$ cat config.mk
export PLATFORM = sky130hd
export DESIGN_NAME = bp_btb
export DESIGN_NICKNAME = d
export VERILOG_FILES = /design/src/rtl/bp_btb.sv
export SDC_FILE = /design/constraint.sdc
export NUM_CORES = 2
export LEC_CHECK = 0
export ABC_AREA = 0
export BUFFER_PORTS_ARGS = -buffer_cell sky130_fd_sc_hd__buf_2
export CAP_MARGIN = 20
export CORE_UTILIZATION = 25
export CTS_CLUSTER_SIZE = 14
export DETAILED_ROUTE_END_ITERATION = 6
export PLACE_DENSITY = 0.38
export SLEW_MARGIN = 15
export SYNTH_ARGS = -nofsm -noshare
export SYNTH_HDL_FRONTEND = slang
export SYNTH_SLANG_ARGS = --single-unit
export TNS_END_PERCENT = 20
$ cat constraint.sdc
create_clock -name i_clk -period 16.5 [get_ports i_clk]
set_input_delay 2.475 -clock i_clk [delete_from_list [all_inputs] [get_ports i_clk]]
set_output_delay 2.475 -clock i_clk [all_outputs]
set_load 0.05 [all_outputs]
$ cat src/rtl/bp_btb.sv
// Branch target buffer: MRU-ordered {pc, npc} table fed by the pre-decoder and
// the execute stage, answering one registered lookup per cycle.

module bp_btb_cmp #(
   parameter int W = 39
) (
   input  logic [W-1:0] entry_pc,
   input  logic         entry_valid,
   input  logic [W-1:0] pc,
   output logic         match
);
   assign match = entry_valid && (entry_pc == pc);
endmodule

module bp_btb #(
   parameter int CFG_BTB_SIZE      = 8,
   parameter int CFG_CPU_ADDR_BITS = 39
) (
   input  logic                         i_clk,
   input  logic                         i_rst,
   input  logic                         i_flush_pipeline,
   input  logic                         i_we,
   input  logic                         i_we_exec,
   input  logic [CFG_CPU_ADDR_BITS-1:0] i_we_pc,
   input  logic [CFG_CPU_ADDR_BITS-1:0] i_we_npc,
   input  logic                         i_bp_req,
   input  logic [CFG_CPU_ADDR_BITS-1:0] i_bp_pc,
   output logic                         o_bp_valid,
   output logic                         o_bp_hit,
   output logic                         o_bp_exec,
   output logic [CFG_CPU_ADDR_BITS-1:0] o_bp_npc
);
   localparam int W      = CFG_CPU_ADDR_BITS;
   localparam int SIZE   = CFG_BTB_SIZE;
   localparam int STAGES = 1;

   typedef struct packed {
      logic [W-1:0] pc;
      logic [W-1:0] npc;
      logic         exec;
      logic         valid;
   } btb_entry_t;

   btb_entry_t        tbl   [SIZE];
   btb_entry_t        tbl_n [SIZE];
   btb_entry_t        new_ent;
   logic [SIZE-1:0]   we_match;
   logic [SIZE-1:0]   rd_match;
   logic              we_blocked;
   logic              seen;
   logic              rd_hit;
   logic              rd_exec;
   logic [W-1:0]      rd_npc;
   logic [STAGES:0]   vld_pipe;

   for (genvar g = 0; g < SIZE; g++) begin : g_ent
      bp_btb_cmp #(.W(W)) u_we_cmp (
         .entry_pc   (tbl[g].pc),
         .entry_valid(tbl[g].valid),
         .pc         (i_we_pc),
         .match      (we_match[g])
      );
      bp_btb_cmp #(.W(W)) u_rd_cmp (
         .entry_pc   (tbl[g].pc),
         .entry_valid(tbl[g].valid),
         .pc         (i_bp_pc),
         .match      (rd_match[g])
      );
   end

   // Entries above the matching slot (or all of them on a miss) slide down one
   // place; the write always lands at index 0.
   always_comb begin
      new_ent    = '{pc: i_we_pc, npc: i_we_npc, exec: i_we_exec, valid: 1'b1};
      we_blocked = 1'b0;
      seen       = 1'b0;
      for (int i = 0; i < SIZE; i++) begin
         tbl_n[i] = tbl[i];
         if (we_match[i] && tbl[i].exec && !i_we_exec) we_blocked = 1'b1;
      end
      tbl_n[0] = new_ent;
      for (int i = 1; i < SIZE; i++) begin
         seen     = seen | we_match[i-1];
         tbl_n[i] = seen ? tbl[i] : tbl[i-1];
      end
   end

   // Writes keep pcs unique, so at most one lookup match can be OR-ed in.
   always_comb begin
      rd_hit  = |rd_match;
      rd_exec = 1'b0;
      rd_npc  = '0;
      for (int i = 0; i < SIZE; i++) begin
         if (rd_match[i]) begin
            rd_exec = rd_exec | tbl[i].exec;
            rd_npc  = rd_npc | tbl[i].npc;
         end
      end
      if (!rd_hit) rd_npc = i_bp_pc + W'(4);
   end

   always_ff @(posedge i_clk) begin
      if (i_rst) begin
         for (int i = 0; i < SIZE; i++) tbl[i] <= '0;
      end else if (i_flush_pipeline) begin
         for (int i = 0; i < SIZE; i++) tbl[i].valid <= 1'b0;
      end else if (i_we && !we_blocked) begin
         for (int i = 0; i < SIZE; i++) tbl[i] <= tbl_n[i];
      end
   end

   assign vld_pipe[0] = i_bp_req;

   always_ff @(posedge i_clk) begin
      if (i_rst) begin
         vld_pipe[STAGES:1] <= '0;
         o_bp_hit           <= 1'b0;
         o_bp_exec          <= 1'b0;
         o_bp_npc           <= '0;
      end else begin
         vld_pipe[STAGES:1] <= vld_pipe[STAGES-1:0];
         if (i_bp_req) begin
            o_bp_hit  <= rd_hit;
            o_bp_exec <= rd_hit & rd_exec;
            o_bp_npc  <= rd_npc;
         end
      end
   end

   assign o_bp_valid = vld_pipe[STAGES];

endmodule

==> results_dict.tcl <==
set metrics [dict create \
    cts_tree "built" \
    report.final.slew_viol_count 0 \
    synth-edff-count 639 \
    vias 27600 \
    period_share_pct 39.4 \
    drc 0 \
    maxCapViolCount 0 \
    ys_ff_latch 682 \
    gp_congestion 0.953 \
    drt.antenna.violating_nets 0 \
    cts_num_sinks 682 \
    layout-drive-gt1-share_pct 11.9 \
    antenna_found_initial 8 \
    fp.dieH_microns 391 \
    path_class "input port to flop" \
    swShare_pct 28.8 \
    status "finished clean" \
    synth-async-reset-ratio_pct 0 \
    syn_area_per_cell_sq_um 11.8 \
    finalWorstSetupSlack_ns 9.99 \
    io_pins 165 \
    finClkSkew_ns 0.0384 \
    die_w_microns 391 \
    fin_area_sq_um 42900 \
    holdBufCountCts 0 \
    vias_per_cell 5.13 \
    synth.top_cell.area_share_pct 50.8 \
    grt_first_pass_wirelength_microns 248000 \
    fillers 15700 \
    powerDensity_nw_per_um2 106 \
    syn_nets 3337 \
    multi_input_area_sq_um 16100 \
    setup_violations 0 \
    path_clk_slew_ns 0.05 \
    arrival_ns 7.04 \
    rsz0062_at_grt "false" \
    pwr-share-comb_pct 11.3 \
    crit_required_ns 17.03 \
    synth.top_cells.by_area "edfxtp_1 (51%), and2_1 (9.3%), xor2_1 (7.7%), xnor2_1 (6.5%), nand4_1 (2.6%)" \
    grt_use_met2_pct 37.8 \
    ys_types 81 \
    worst_slew_pin_slew_ns 1.29 \
    design.die.area_sq_um 153000 \
    areaGrowthSynthToFinish_pct 13.5 \
    cts_buffers 83 \
    grt_max_degree 115 \
    grt_pass1_vias 27400 \
    start_util_pct 25.2 \
    coreArea_sq_um 150000 \
    cts_max_level 3 \
    clkLatencyLatePin_ns 0.71 \
    initialDrtViolationCount 3101 \
    dpl.hpwl_microns 131000 \
    yosysSeqAreaShare_pct 53.1 \
    clock_power_share_pct 41.4 \
    internal_power_w 0.00322 \
    rows 142 \
    grtUsageMet1_pct 32.3 \
    clock_path_buffers 3 \
    dpl_cell_area_sq_um 40100 \
    grt-busiest-layer "met2" \
    met3_usage_pct 3.76 \
    ys_warn_count 0 \
    cp_max_fo 13 \
    synth-main-ff-cell "edfxtp_1" \
    register_area_sq_um 20000 \
    grt_use_total_pct 23.8 \
    cts_root_buffer "clkbuf_16" \
    dr.pass1.iters 6 \
    yosys.area.top_type "edfxtp_1" \
    relSlewSlack_pct 13.1 \
    start_kind "input port" \
    wl_per_cell_microns 34.3 \
    end_kind "flop" \
    netlist_instances 3213 \
    grt-ovfl-total 0 \
    pwr-share-seq_pct 47.2 \
    cts_resized 0 \
    fin_tns_setup_ns 0 \
    synth.cell_area_sq_um 37800 \
    io_buffers 164 \
    p_leak_nw 15.5 \
    routed_wl_microns 185000 \
    ir_worst_vdd_uv 74.6 \
    pre_cts_slack_ns 8.90 \
    timing.fmax_ghz 0.154 \
    post_cts_buffers 0 \
    final_nets 3421 \
    min_period_ns 6.51 \
    finalHoldViolCount 0 \
    p_sw_w 0.00131 \
    hold_class "flop to flop" \
]
power by group through the flow:
stage          clock, W  combinational [W]  sequential (W)
2_1_floorplan         0           0.000291         0.00213
3_3_place_gp          0           0.000511         0.00218
3_5_place_dp          0           0.000509         0.00217
4_1_cts         0.00192           0.000510         0.00214
5_1_grt         0.00197           0.000536         0.00214
6_report        0.00188           0.000514         0.00214
synth_stat cells (all sizes together) (23+ instances only):
master and number:
edfxtp 639, and2 564, xor2 334, xnor2 279
buf 161, nand4 159, nor4 139, and3 104
nand2 83, a22oi 70, nand3 70, clkbuf 64
inv 63, nor2 58, dfxtp 43, and4 40
nor2b 40, nand2b 31, nor3 29, a222oi 23
metrics by stage:
stage	total power, W	utilization [%]	cells	hold slack (ns)
after floorplan	0.00242	-	3213	0.505
after global placement	0.00269	26.8	5226	0.455
after CTS	0.00456	28.5	5378	0.467
final	0.00453	28.6	5383	0.464
after global routing	0.00465	28.6	5380	0.484
after detailed placement	0.00268	26.8	5226	0.459
final cells by class:
type	instances	area share, %
diodes	3	0.0175
clock buffers	111	5.40
clock inverters	41	0.855
inverters	63	0.552
multi-input cells	2243	37.5
flip-flops and latches	682	46.8
well taps	2016	5.88
repair buffers	224	3.06
cells in the final DEF, fill, tap and decap left out, types with 82 or more instances in the layout:
cell type | netlist | final
and2_1 | 563 | 563
and3_1 | 102 | 102
buf_2 | 58 | 163
clkbuf_16 | 0 | 85
edfxtp_1 | 639 | 639
nand2_1 | 83 | 82
nand4_1 | 159 | 159
nor4_1 | 131 | 125
xnor2_1 | 279 | 279
xor2_1 | 333 | 333
layer usage:
metal	wire length, microns	share of wire [%]	up-vias
li1	-	-	11900
met1	81400	44	14200
met2	84000	46	1251
met3	11700	6.3	294
met4	7390	4.0	0
met5	0	0	-
worst max-delay path, cell delays in order:
cell and delay, ns:
buf_2 0.73, xor2_1 0.14, nor4_1 0.85, and4_4 0.54
and3_1 0.70, buf_4 0.31, or4_1 0.47, nor2_8 0.12
o211ai_1 0.49, a21oi_1 0.13
registers in the layout (all words and copies together) (netlist names):
name	cells
o_bp_valid	1
o_bp_hit	1
o_bp_npc	39
o_bp_exec	1
tbl	640
kinds of logic (layout without fill, tap and decap cells):
kind of cell / count (synthesis) / count (layout) / share of synthesized area [%]
other: 0 / 3 / 0
muxes: 1 / 1 / 0.0265
xor gates and xnor gates: 613 / 613 / 14.2
buffers and inverters: 288 / 439 / 4.75
and+or+nand+nor: 1377 / 1377 / 22.5
AOI/OAI and AO/OA: 251 / 251 / 5.41
adders and majority gates: 1 / 1 / 0.0331
DFF: 682 / 682 / 53.1
worst paths after layout:
| path | cells after the start | startpoint | slack [ns] | end |
|---|---|---|---|---|
| setup / recovery | 10 | i_bp_pc[17] | 9.99 | o_bp_npc[21]$_SDFFE_PP0P_ |
| setup reg to reg | 11 | tbl[1][156]$_SDFFCE_PN0P_ | 11.76 | tbl[0][187]$_SDFFCE_PN0P_ |
| hold reg to reg | 2 | o_bp_npc[27]$_SDFFE_PP0P_ | 0.46 | o_bp_npc[27]$_SDFFE_PP0P_ |
| hold / removal | 2 | o_bp_npc[27]$_SDFFE_PP0P_ | 0.46 | o_bp_npc[27]$_SDFFE_PP0P_ |
Power figures use the tool's default switching activity.
